==> src/rtl/red_pitaya_fads_pkg.sv <==
// Shared types and constants for the FADS droplet sorter.
package red_pitaya_fads_pkg;

    localparam int unsigned DEF_DW = 14;
    localparam int unsigned DEF_CW = 16;

    typedef enum logic [1:0] {
        ST_IDLE    = 2'd0,
        ST_DROPLET = 2'd1,
        ST_DELAY   = 2'd2,
        ST_FIRE    = 2'd3
    } fads_state_e;

    // Largest value representable in a cw-bit counter (width saturation point).
    function automatic int unsigned sat_max(input int unsigned cw);
        return (cw >= 32) ? 32'hFFFF_FFFF : ((32'd1 << cw) - 32'd1);
    endfunction

endpackage

==> src/rtl/red_pitaya_fads_timer.sv <==
// Loadable down-counter shared by the DELAY and FIRE phases of the sorter.
module red_pitaya_fads_timer
    import red_pitaya_fads_pkg::*;
#(
    parameter int unsigned CW = DEF_CW
) (
    input  logic          adc_clk_i,
    input  logic          adc_rstn_i,
    input  logic          load,
    input  logic [CW-1:0] value,
    output logic          done
);

    logic [CW-1:0] cnt_q;

    // done is high during the last counted cycle (count at 1 or already 0)
    always_ff @(posedge adc_clk_i or negedge adc_rstn_i) begin
        if (!adc_rstn_i) begin
            cnt_q <= '0;
            done  <= 1'b0;
        end else if (load) begin
            cnt_q <= value;
            done  <= (value <= CW'(1));
        end else if (cnt_q != '0) begin
            cnt_q <= cnt_q - CW'(1);
            done  <= (cnt_q <= CW'(2));
        end else begin
            done  <= 1'b1;
        end
    end

endmodule

==> src/rtl/red_pitaya_fads_sorter.sv <==
// Droplet detector/measurer with peak and width windows and a delayed,
// fixed-length sort trigger for the ASG.
module red_pitaya_fads_sorter
    import red_pitaya_fads_pkg::*;
#(
    parameter int unsigned DW = DEF_DW,
    parameter int unsigned CW = DEF_CW
) (
    input  logic                 adc_clk_i,
    input  logic                 adc_rstn_i,
    input  logic signed [DW-1:0] adc_i,
    input  logic                 enable_i,
    input  logic signed [DW-1:0] det_thr_i,
    input  logic signed [DW-1:0] low_thr_i,
    input  logic signed [DW-1:0] high_thr_i,
    input  logic        [CW-1:0] min_width_i,
    input  logic        [CW-1:0] max_width_i,
    input  logic        [CW-1:0] sort_delay_i,
    input  logic        [CW-1:0] sort_len_i,
    output logic                 sort_trig_o,
    output logic                 meas_valid_o,
    output logic signed [DW-1:0] last_peak_o,
    output logic        [CW-1:0] last_width_o,
    output logic                 last_sorted_o,
    output logic        [31:0]   droplet_cnt_o,
    output logic        [31:0]   sorted_cnt_o,
    output logic        [1:0]    state_o
);

    localparam logic [CW-1:0] WIDTH_SAT = CW'(sat_max(CW));

    fads_state_e          state_q, state_d;
    logic signed [DW-1:0] adc_q, peak_q;
    logic        [CW-1:0] width_q, len_q;
    logic                 armed_q;
    logic                 tmr_load_c, tmr_done;
    logic        [CW-1:0] tmr_value_c;
    logic                 above_c, decide_c, sort_c;

    assign above_c  = adc_q > det_thr_i;
    assign decide_c = enable_i && (state_q == ST_DROPLET) && !above_c;
    assign sort_c   = (low_thr_i < peak_q) && (peak_q < high_thr_i) &&
                      (width_q >= min_width_i) && (width_q <= max_width_i);
    assign state_o  = state_q;

    red_pitaya_fads_timer #(.CW(CW)) u_timer (
        .adc_clk_i  (adc_clk_i),
        .adc_rstn_i (adc_rstn_i),
        .load       (tmr_load_c),
        .value      (tmr_value_c),
        .done       (tmr_done)
    );

    // Next-state and timer-load decode
    always_comb begin
        state_d     = state_q;
        tmr_load_c  = 1'b0;
        tmr_value_c = '0;
        if (!enable_i) begin
            state_d = ST_IDLE;
        end else begin
            case (state_q)
                ST_IDLE: begin
                    if (armed_q && above_c) state_d = ST_DROPLET;
                end
                ST_DROPLET: begin
                    if (!above_c) begin
                        if (sort_c && (sort_delay_i != '0)) begin
                            state_d     = ST_DELAY;
                            tmr_load_c  = 1'b1;
                            tmr_value_c = sort_delay_i;
                        end else if (sort_c && (sort_len_i != '0)) begin
                            state_d     = ST_FIRE;
                            tmr_load_c  = 1'b1;
                            tmr_value_c = sort_len_i;
                        end else begin
                            state_d = ST_IDLE;
                        end
                    end
                end
                ST_DELAY: begin
                    if (tmr_done) begin
                        if (len_q != '0) begin
                            state_d     = ST_FIRE;
                            tmr_load_c  = 1'b1;
                            tmr_value_c = len_q;
                        end else begin
                            state_d = ST_IDLE;
                        end
                    end
                end
                ST_FIRE: begin
                    if (tmr_done) state_d = ST_IDLE;
                end
                default: state_d = ST_IDLE;
            endcase
        end
    end

    always_ff @(posedge adc_clk_i or negedge adc_rstn_i) begin
        if (!adc_rstn_i) begin
            state_q       <= ST_IDLE;
            adc_q         <= '0;
            armed_q       <= 1'b0;
            peak_q        <= '0;
            width_q       <= '0;
            len_q         <= '0;
            sort_trig_o   <= 1'b0;
            meas_valid_o  <= 1'b0;
            last_peak_o   <= '0;
            last_width_o  <= '0;
            last_sorted_o <= 1'b0;
            droplet_cnt_o <= '0;
            sorted_cnt_o  <= '0;
        end else begin
            state_q      <= state_d;
            adc_q        <= adc_i;
            sort_trig_o  <= (state_d == ST_FIRE);
            meas_valid_o <= decide_c;

            // Arming only accumulates while staying in IDLE
            if ((state_q == ST_IDLE) && (state_d == ST_IDLE))
                armed_q <= armed_q | !above_c;
            else
                armed_q <= 1'b0;

            if ((state_q == ST_IDLE) && (state_d == ST_DROPLET)) begin
                width_q <= CW'(1);
                peak_q  <= adc_q;
            end else if (enable_i && (state_q == ST_DROPLET) && above_c) begin
                if (width_q != WIDTH_SAT) width_q <= width_q + CW'(1);
                if (adc_q > peak_q)       peak_q  <= adc_q;
            end

            if (decide_c) begin
                len_q         <= sort_len_i;
                last_peak_o   <= peak_q;
                last_width_o  <= width_q;
                last_sorted_o <= sort_c;
                droplet_cnt_o <= droplet_cnt_o + 32'd1;
                if (sort_c) sorted_cnt_o <= sorted_cnt_o + 32'd1;
            end
        end
    end

endmodule

==> config.mk <==
export PLATFORM = sky130hd
export DESIGN_NAME = red_pitaya_fads_sorter
export DESIGN_NICKNAME = d
export VERILOG_FILES = /design/src/rtl/red_pitaya_fads_pkg.sv /design/src/rtl/red_pitaya_fads_timer.sv /design/src/rtl/red_pitaya_fads_sorter.sv
export SDC_FILE = /design/constraint.sdc
export NUM_CORES = 1
export LEC_CHECK = 0
export BUFFER_PORTS_ARGS = -buffer_cell sky130_fd_sc_hd__buf_4
export CAP_MARGIN = 20
export CORE_ASPECT_RATIO = 1.1
export CORE_MARGIN = 2
export CORE_UTILIZATION = 40
export DETAILED_ROUTE_END_ITERATION = 12
export PLACE_DENSITY = 0.61
export SYNTH_ARGS = -nofsm -noshare
export SYNTH_HDL_FRONTEND = slang
export SYNTH_SLANG_ARGS = --single-unit
==> constraint.sdc <==
create_clock -name adc_clk_i -period 2.59 [get_ports adc_clk_i]
set_input_delay 0.518 -clock adc_clk_i [delete_from_list [all_inputs] [get_ports adc_clk_i]]
set_output_delay 0.518 -clock adc_clk_i [all_outputs]
set_load 0.05 [all_outputs]
==> results.json <==
{
  "hpwl_um": 22500,
  "synth_flop_cell": "dfrtp_1",
  "synth_commonest_cells": "dfrtp_1 (177), nand2_1 (177), ha_1 (95), inv_1 (95), nor2_1 (70)",
  "violations": "setup timing",
  "hold_buffers": 0,
  "path_delay_family": "simple AND/OR/NAND/NOR gates",
  "cpPeakStageDelay_ns": 0.43,
  "clk_pin_slew_ns": 0.07,
  "antennaDiodeCount": 0,
  "syn-num-nets": 1306,
  "io_buffers": 221,
  "fmax_mhz": 346,
  "drv_slew": 0,
  "synth_seq_cells": 177,
  "synth_area_leaders": "dfrtp_1 (43%), ha_1 (12%), nand2_1 (6.4%)",
  "syn-cell-area_sq_um": 10300,
  "path_cells": "ha_4, nand4_1, nor2_1, a221o_1, o31a_1, buf_4, buf_6, nor4b_4, nand3_2, nor2b_4, mux2_4",
  "num_vias": 9162,
  "grt_start_max_net_pins": 58,
  "row_count": 61,
  "drc": 0,
  "powerDensity_nw_per_um2": 664,
  "fin_crit_sh": 1.11,
  "slowest_stage": "dfrtp_1",
  "grt_pass1_wl_um": 47100,
  "path_class": "flop to flop",
  "hold_viol": 0,
  "wirelength_um": 30100,
  "cts.sinks": 177,
  "viasPerCell": 5.03,
  "worstPathMaxFanout": 6,
  "ir_drop_mv": 0.394,
  "utilization": 0.605,
  "worst_slack_ns": -0.296,
  "synth_largest_area_cell": "dfrtp_1",
  "ys_types": 67,
  "layout.nets": 1680,
  "clockBufferDepth": 2,
  "crit_required_ns": 2.90,
  "ys_seq_area_frac": 0.430,
  "cts_tree": "done",
  "htreeDepth": 4,
  "fin_cells": 1821,
  "gp_congestion": 0.857,
  "drtPass1Iterations": 4,
  "clk_latency_ns": 0.44,
  "total_power_mw": 10.2,
  "maxCapViolCount": 0,
  "r2r-end": "u_timer.cnt_q[3]",
  "fill_cells": 2230,
  "reg2reg_slack_ns": -0.30,
  "grt_usage": 0.221,
  "drive_above_1_share": 0.399,
  "p_leak_nw": 7.84,
  "detail-route-antenna-nets": 0,
  "setup_violations": 72,
  "die_x_um": 157,
  "chipHeight_um": 172,
  "fin_skew_ns": 0.0288,
  "grt_pass1_vias": 9377,
  "detail_route.iter0.violations": 321,
  "regArea_sq_um": 4430,
  "grt-ovfl-total": 0,
  "synth_top_area_share": 0.430,
  "async_flop_share": 1.00,
  "status": "finished, violations left",
  "r2r_start": "width_q[13]",
  "ys_warn_count": 0,
  "dieArea_sq_um": 27100,
  "pin_count": 222,
  "synth_edf_count": 0,
  "cts-root-buf": "clkbuf_16",
  "wire_per_inst_um": 16.5,
  "area_growth_pct": 48.6,
  "antenna_found_initial": 0,
  "coreArea_sq_um": 25300,
  "cts_buffers": 17,
  "worstRegToRegCells": 11,
  "relSlewSlack": 0.610,
  "place_inst": 1758,
  "multi_input_comb_area_sq_um": 6320,
  "critical_path_arrival_ns": 3.20,
  "synthCells": 1088,
  "hold_class": "input port to asynchronous set/reset pin",
  "cp-start-kind": "flop",
  "fin_crit_ns": 2.89,
  "cp-end-kind": "flop",
  "initial_core_util": 0.407,
  "rsz0062_at_grt": "true",
  "timing.critical_path.buf_inv": 2,
  "tightestPinTransition_ns": 0.585,
  "synth_area_per_cell_sq_um": 9.48
}
worst max-delay path by stage:
stage | slack, ns | from | to | cells past startpoint
6_report | -0.30 | width_q[13] | u_timer.cnt_q[3] | 11
5_1_grt | -0.40 | width_q[15] | sorted_cnt_o[22] | 11
4_1_cts | -0.20 | width_q[7] | sorted_cnt_o[24] | 11
3_5_place_dp | -0.56 | max_width_i[9] | sorted_cnt_o[16] | 14
3_3_place_gp | -0.52 | max_width_i[9] | sorted_cnt_o[16] | 14
2_1_floorplan | -0.10 | max_width_i[14] | u_timer.cnt_q[2] | 11
sequential cells by signal, summed over array words and instances (netlist names):
register and flops:
u_timer.cnt_q 16, last_width_o 16, last_sorted_o 1, len_q 16
width_q 16, last_peak_o 14, sort_trig_o 1, armed_q 1
adc_q 14, peak_q 14, state_o 2, meas_valid_o 1
droplet_cnt_o 32, u_timer.done 1, sorted_cnt_o 32
power breakdown:
part	internal [mW]	switching [mW]
logic	1.82	2.19
registers	3.19	0.362
clock network	1.31	1.30
stage by stage:
stage / hold slack, ns / cell area, sq um / setup TNS, ns / setup WS, ns
floorplan: 0.222 / 10600 / -1.03 / -0.104
global placement: 0.461 / 13700 / -53.80 / -0.522
detailed placement: 0.460 / 13700 / -56.77 / -0.561
CTS: 0.0672 / 14800 / -7.60 / -0.200
global route: 0.0908 / 15300 / -22.21 / -0.403
finish: 0.0496 / 15300 / -12.95 / -0.296
worst register-to-register path: stages, from the launching register on:
cell and delay (ns):
dfrtp_1 0.43, ha_4 0.26, nand4_1 0.17, nor2_1 0.08
a221o_1 0.33, o31a_1 0.36, buf_4 0.17, buf_6 0.11
nor4b_4 0.22, nand3_2 0.14, nor2b_4 0.20, mux2_4 0.31
cells in the final DEF, fill, tap and decap left out, types with 7 or more instances in the layout:
cell       netlist  final
a21o_1          22     22
a21oi_1         45     30
a21oi_2          1     15
and2_1          10     10
and3_1          16     15
buf_12           0      9
buf_4            3    341
buf_6            3     26
clkbuf_16        0     20
dfrtp_1        177    177
ha_1            95     73
ha_4             0     22
inv_1           95     77
inv_2            1     12
mux2_4           3     17
nand2_1        177    162
nand2_2          0     12
nand2b_1         9      8
nand3_1         33     23
nand4_1         33     33
nor2_1          70     59
nor2_2           0      7
nor3_1          27     16
nor3_2           7     13
nor4_1          15     12
o21ai_0         30     26
xnor2_1         39     34
xor2_1          49     49
per-layer routing:
metal | wire length, um | GRT usage | vias up
met5 | 0 | 0 | -
met4 | 480 | 0.0593 | 0
met3 | 1400 | 0.0409 | 30
met2 | 15100 | 0.380 | 205
met1 | 13100 | 0.286 | 4436
li1 | - | - | 4491
what timing repair did:
action                                  4_1_cts  5_1_grt
resized for setup                            84       77
endpoints found under the setup margin      154      128
buffers inserted                             13       17
pin swaps                                    44       39
gates cloned                                  1        4
layout make-up:
class / instances / share of cell area
Multi-Input combinational cell: 790 / 0.412
Sequential cell: 177 / 0.289
Timing Repair Buffer: 380 / 0.205
Tap cell: 346 / 0.0282
Clock buffer: 17 / 0.0278
Inverter: 96 / 0.0258
Clock inverter: 15 / 0.0122
logic make-up after synthesis:
kind of cell             Yosys count  synth area share
AO/OA/AOI/OAI                    147            0.0920
multiplexers                      25            0.0277
buffers and inverters            121            0.0478
adder cells (fa/ha/maj)           95             0.115
flip-flops                       177             0.430
XOR/XNOR                          88            0.0747
AND/OR/NAND/NOR                  435             0.213
Power figures use the tool's default switching activity.
